File: src/rtl/dmem_arbiter.sv
`default_nettype none
// ============================================================================
//  Module   : dmem_arbiter
//  Purpose  : Round-robin arbiter and three-state access sequencer that lets
//             two requesters share the single-ported data_memory block.
//             Requester 0 is the pipeline MEM stage and requester 1 is the
//             debug/loader port.
//  Ports    : clk, rst_n              - clock, async active-low reset
//             req*/we*/addr*/wdata*   - request inputs, sampled in IDLE only
//             gnt*, rvalid*, rdata*,  - per-requester responses
//             err*
//             busy                    - FSM is not IDLE
//             mem_read/mem_write/     - data_memory control, address,
//             mem_addr/mem_wdata/     - write data and combinational read data
//             mem_rdata
//  Revision : 1.0 - initial release
// ============================================================================
module dmem_arbiter #(
    parameter int ADDR_W = 64,
    parameter int DATA_W = 64
) (
    input  logic              clk,
    input  logic              rst_n,
    input  logic              req0,
    input  logic              req1,
    input  logic              we0,
    input  logic              we1,
    input  logic [ADDR_W-1:0] addr0,
    input  logic [ADDR_W-1:0] addr1,
    input  logic [DATA_W-1:0] wdata0,
    input  logic [DATA_W-1:0] wdata1,
    output logic              gnt0,
    output logic              gnt1,
    output logic              rvalid0,
    output logic              rvalid1,
    output logic [DATA_W-1:0] rdata0,
    output logic [DATA_W-1:0] rdata1,
    output logic              err0,
    output logic              err1,
    output logic              busy,
    output logic              mem_read,
    output logic              mem_write,
    output logic [ADDR_W-1:0] mem_addr,
    output logic [DATA_W-1:0] mem_wdata,
    input  logic [DATA_W-1:0] mem_rdata
);

    localparam logic [1:0] ST_IDLE   = 2'd0;
    localparam logic [1:0] ST_ACCESS = 2'd1;
    localparam logic [1:0] ST_RESP   = 2'd2;

    logic [1:0]        state_q, state_d;
    logic              sel_q, sel_d;
    logic              last_gnt_q, last_gnt_d;
    logic              we_q, we_d;
    logic [ADDR_W-1:0] addr_q, addr_d;
    logic [DATA_W-1:0] wdata_q, wdata_d;
    logic [DATA_W-1:0] rdata_q, rdata_d;

    logic w_win;
    logic w_mis;
    logic w_access;
    logic w_resp;

    // Requester 1 wins when it is alone, or on a tie when requester 0 had
    // the previous grant.
    assign w_win    = req1 & (~req0 | ~last_gnt_q);
    assign w_mis    = |addr_q[2:0];
    assign w_access = (state_q == ST_ACCESS);
    assign w_resp   = (state_q == ST_RESP);

    always_comb begin
        state_d    = state_q;
        sel_d      = sel_q;
        last_gnt_d = last_gnt_q;
        we_d       = we_q;
        addr_d     = addr_q;
        wdata_d    = wdata_q;
        rdata_d    = rdata_q;
        case (state_q)
            ST_IDLE: begin
                if (req0 | req1) begin
                    sel_d   = w_win;
                    we_d    = w_win ? we1    : we0;
                    addr_d  = w_win ? addr1  : addr0;
                    wdata_d = w_win ? wdata1 : wdata0;
                    state_d = ST_ACCESS;
                end
            end
            ST_ACCESS: begin
                // Writes and errored accesses report zero read data.
                rdata_d = (~we_q & ~w_mis) ? mem_rdata : '0;
                state_d = ST_RESP;
            end
            ST_RESP: begin
                last_gnt_d = sel_q;
                state_d    = ST_IDLE;
            end
            default: state_d = ST_IDLE;
        endcase
    end

    always_ff @(posedge clk or negedge rst_n) begin
        if (!rst_n) begin
            state_q    <= ST_IDLE;
            sel_q      <= 1'b0;
            last_gnt_q <= 1'b1;
            we_q       <= 1'b0;
            addr_q     <= '0;
            wdata_q    <= '0;
            rdata_q    <= '0;
        end else begin
            state_q    <= state_d;
            sel_q      <= sel_d;
            last_gnt_q <= last_gnt_d;
            we_q       <= we_d;
            addr_q     <= addr_d;
            wdata_q    <= wdata_d;
            rdata_q    <= rdata_d;
        end
    end

    // All outputs decode from state and registers only, so the async reset
    // clears them immediately.
    assign mem_read  = w_access & ~w_mis & ~we_q;
    assign mem_write = w_access & ~w_mis &  we_q;
    assign mem_addr  = addr_q;
    assign mem_wdata = wdata_q;

    assign gnt0    = w_access & ~sel_q;
    assign gnt1    = w_access &  sel_q;
    assign rvalid0 = w_resp & ~sel_q;
    assign rvalid1 = w_resp &  sel_q;
    assign err0    = w_resp & ~sel_q & w_mis;
    assign err1    = w_resp &  sel_q & w_mis;
    assign rdata0  = (w_resp & ~sel_q) ? rdata_q : '0;
    assign rdata1  = (w_resp &  sel_q) ? rdata_q : '0;
    assign busy    = (state_q != ST_IDLE);

endmodule
`default_nettype wire

File: config.mk
export PLATFORM = sky130hd
export DESIGN_NAME = dmem_arbiter
export DESIGN_NICKNAME = d
export VERILOG_FILES = /design/src/rtl/dmem_arbiter.sv
export SDC_FILE = /design/constraint.sdc
export NUM_CORES = 1
export LEC_CHECK = 0
export BUFFER_PORTS_ARGS = -buffer_cell sky130_fd_sc_hd__buf_2
export CAP_MARGIN = 40
export CORE_AREA = 2 2 231 233
export CTS_CLUSTER_DIAMETER = 50
export DETAILED_ROUTE_END_ITERATION = 12
export DIE_AREA = 0 0 233 235
export SLEW_MARGIN = 30
export SYNTH_ARGS = -nofsm -noshare
export SYNTH_HDL_FRONTEND = slang
export SYNTH_SLANG_ARGS = --single-unit
File: constraint.sdc
create_clock -name clk -period 2.54 [get_ports clk]
set_clock_uncertainty 0.15 [all_clocks]
set_input_delay 0.381 -clock clk [delete_from_list [all_inputs] [get_ports clk]]
set_output_delay 0.381 -clock clk [all_outputs]
set_load 0.1 [all_outputs]
==> results.sh <==
export IMPL_status="finished clean"
export IMPL_setup_viol=0
export IMPL_worst_setup_path_type="register to output port"
export IMPL_cts_sinks=197
export IMPL_hold_viol=0
export IMPL_worst_slew_pin_slew_ns=0.784
export IMPL_slew_viol_final=0
export IMPL_yosysTopAreaCell="dfrtp_1"
export IMPL_fp_dieArea_mm2=0.0548
export IMPL_yosysTopAreaCellShare_pct=48.8
export IMPL_wl_mm=36.6
export IMPL_yosysUniqueCellTypes=21
export IMPL_cp_start_kind="register"
export IMPL_ctsLongestPathBuffers=2
export IMPL_reg2reg_from="last_gnt_q"
export IMPL_r2r_setup_slack_ns=0.39
export IMPL_worst_path_max_delay_cell="dfrtp_1"
export IMPL_final_fill_count=5088
export IMPL_setup_tns_ns=0
export IMPL_firstDrtPassIters=4
export IMPL_netlist_instances=724
export IMPL_avgSynthCellArea_um2=13.9
export IMPL_multiInputGateArea_mm2=0.00490
export IMPL_crit_family="buffers and inverters"
export IMPL_areaGrowthSynthToFinish_pct=74.2
export IMPL_power_density_mw_per_mm2=1310
export IMPL_path_clk_slew_ns=0.08
export IMPL_final_cells=2089
export IMPL_drc_errors=0
export IMPL_final_area_mm2=0.0175
export IMPL_slew_headroom_pct=47.7
export IMPL_die_y_um=235
export IMPL_h_tree_depth=4
export IMPL_placed_cells=1983
export IMPL_rows=84
export IMPL_ys_ff_latch=197
export IMPL_min_period_ns=2.47
export IMPL_worstPathRequired_ns=2.01
export IMPL_p_leak_nw=8.36
export IMPL_ctsRootBufferMaster="clkbuf_16"
export IMPL_die_w_um=233
export IMPL_drv_cap=0
export IMPL_ys_warn_count=0
export IMPL_num_vias=8475
export IMPL_cp_common_cell="buf_12"
export IMPL_avgViaCountPerCell=4.06
export IMPL_crit_chain="nand2b_4 > nor2_4 > buf_12 > clkbuf_16 > and2_1 > buf_12"
export IMPL_numCtsBuffers=17
export IMPL_wl_per_cell_um=17.5
export IMPL_final_common_cell="buf_2"
export IMPL_worst_path_max_fanout=32
export IMPL_rsz0062_at_grt="true"
export IMPL_r2r_end="mem_wdata[44]"
export IMPL_clk_latency_ns=0.47
export IMPL_initial_core_util_pct=19.2
export IMPL_p_total_mw=23.0
export IMPL_fmax_mhz=405
export IMPL_setup_ws_ns=0.0691
export IMPL_hpwlAfterDp_mm=27.5
export IMPL_grt_pass1_wl_mm=52.9
export IMPL_worst_path_buf_inv=3
export IMPL_synth_seq_area_share_pct=49.1
export IMPL_drt_iter0_markers=227
export IMPL_diodes=0
export IMPL_pin_count=591
export IMPL_crit_path_max_incr_delay_ns=0.40
export IMPL_critPathCaptureType="output port"
export IMPL_drive_gt1_share_pct=70.4
export IMPL_nets=1714
export IMPL_hp_start="wdata0[7]"
export IMPL_holdWs_ns=0.107
export IMPL_holdPathEnd="mem_wdata[7]"
export IMPL_antenna_left=0
export IMPL_antenna_found_initial=2
export IMPL_regArea_mm2=0.00493
export IMPL_grt_ovfl_total=0
export IMPL_fin_util_pct=33.5
export IMPL_place_gp_congestion=0.891
export IMPL_io_buffers=590
export IMPL_place_area_mm2=0.0160
export IMPL_grt_max_degree=68
export IMPL_grt_pass1_vias=8989
export IMPL_synth_area_leaders="dfrtp_1 (49%), mux2_2 (18%), mux2_4 (15%)"
export IMPL_syn_cell_area_mm2=0.0100
export IMPL_final_cell_mix="buf_2 (457), dfrtp_1 (195), mux2_2 (159)"
export IMPL_cts_tree="yes"
export IMPL_min_path_type="input pin to register"
export IMPL_holdPathStages=3
export IMPL_grt_util_all_layers_pct=12.8
export IMPL_ff2ff_path_depth=4
export IMPL_place_ws_ns=0.328
export IMPL_min_period_over_period_pct=97.3
export IMPL_critical_path_arrival_ns=1.94
export IMPL_syn_nets=1050
export IMPL_ir_drop_v=0.00116
export IMPL_core_area_mm2=0.0522
==> worst reg2reg max path, cell delays in order (launching register included) <==
cell,delay [ns]
dfstp_2,0.54
a21bo_4,0.42
buf_12,0.33
mux2_4,0.33
mux2_2,0.27
==> routing by layer <==
layer	vias up	track usage [%]	share of wire [%]	wire [µm]
met5	-	0	0.060	22
met1	4179	14.5	40	14700
li1	3888	-	-	-
met2	350	22.3	51	18600
met4	4	5.17	2.5	906
met3	54	3.63	6.4	2330
==> where the power goes <==
part	switching (mW)	internal [mW]
clock network	1.34	1.59
registers	0.840	4.49
logic	11.1	3.60
total	13.3	9.68
==> worst max path at each step <==
stage,startpoint,endpoint,slack [ns],cells past startpoint
floorplan,mem_addr[1],err0,-0.36,2
global placement,req1,mem_wdata[51],0.35,5
detailed placement,req1,mem_wdata[44],0.33,5
CTS,mem_addr[1],mem_read,0.004,5
global route,state_q[0],rdata1[47],-0.04,6
finish,state_q[0],rdata0[12],0.07,6
==> cell families (layout without fill, tap and decap cells) <==
kind of cell,after synthesis,in the layout,share of synthesized area (%)
flip-flops,197,197,49.1
AND/OR/NAND/NOR,140,140,8.62
buffers and inverters,61,738,3.76
multiplexers,258,258,32.6
AO/OA/AOI/OAI,68,68,5.89
==> repair_timing <==
item | in CTS | in global routing
pin swaps | 1 | 0
cloned | 1 | 4
hold buffers | 65 | 0
resized for setup | 7 | 31
setup buffers | 2 | 2
hold endpoints to repair | 119 | 0
endpoints found under the setup margin | 130 | 91
==> state kept, by name (all words and copies together), names as in the netlist <==
signal / cells
last_gnt_q: 1
mem_addr: 64
mem_wdata: 64
rdata_q: 64
sel_q: 1
state_q: 2
we_q: 1
==> cells in the mapped netlist <==
cell,instances
dfrtp_1,196
mux2_2,159
and2_1,128
mux2_4,99
a22o_1,64
clkbuf_1,19
buf_2,14
buf_4,13
buf_6,11
nor2_1,5
inv_1,3
nor3_1,3
nand2b_1,2
a21bo_2,1
a21o_1,1
and3_1,1
buf_1,1
dfstp_2,1
nor3b_2,1
o21a_1,1
o22ai_1,1
==> cell type report <==
class,instances,area share (%)
clock buffer,19,2.53
timing repair buffer,703,35.3
inverter,3,0.0644
multi-input combinational,466,28.0
clock inverter,13,0.980
sequential,197,28.2
tap,688,4.92
No activity file was read; power rests on OpenSTA's default activity.
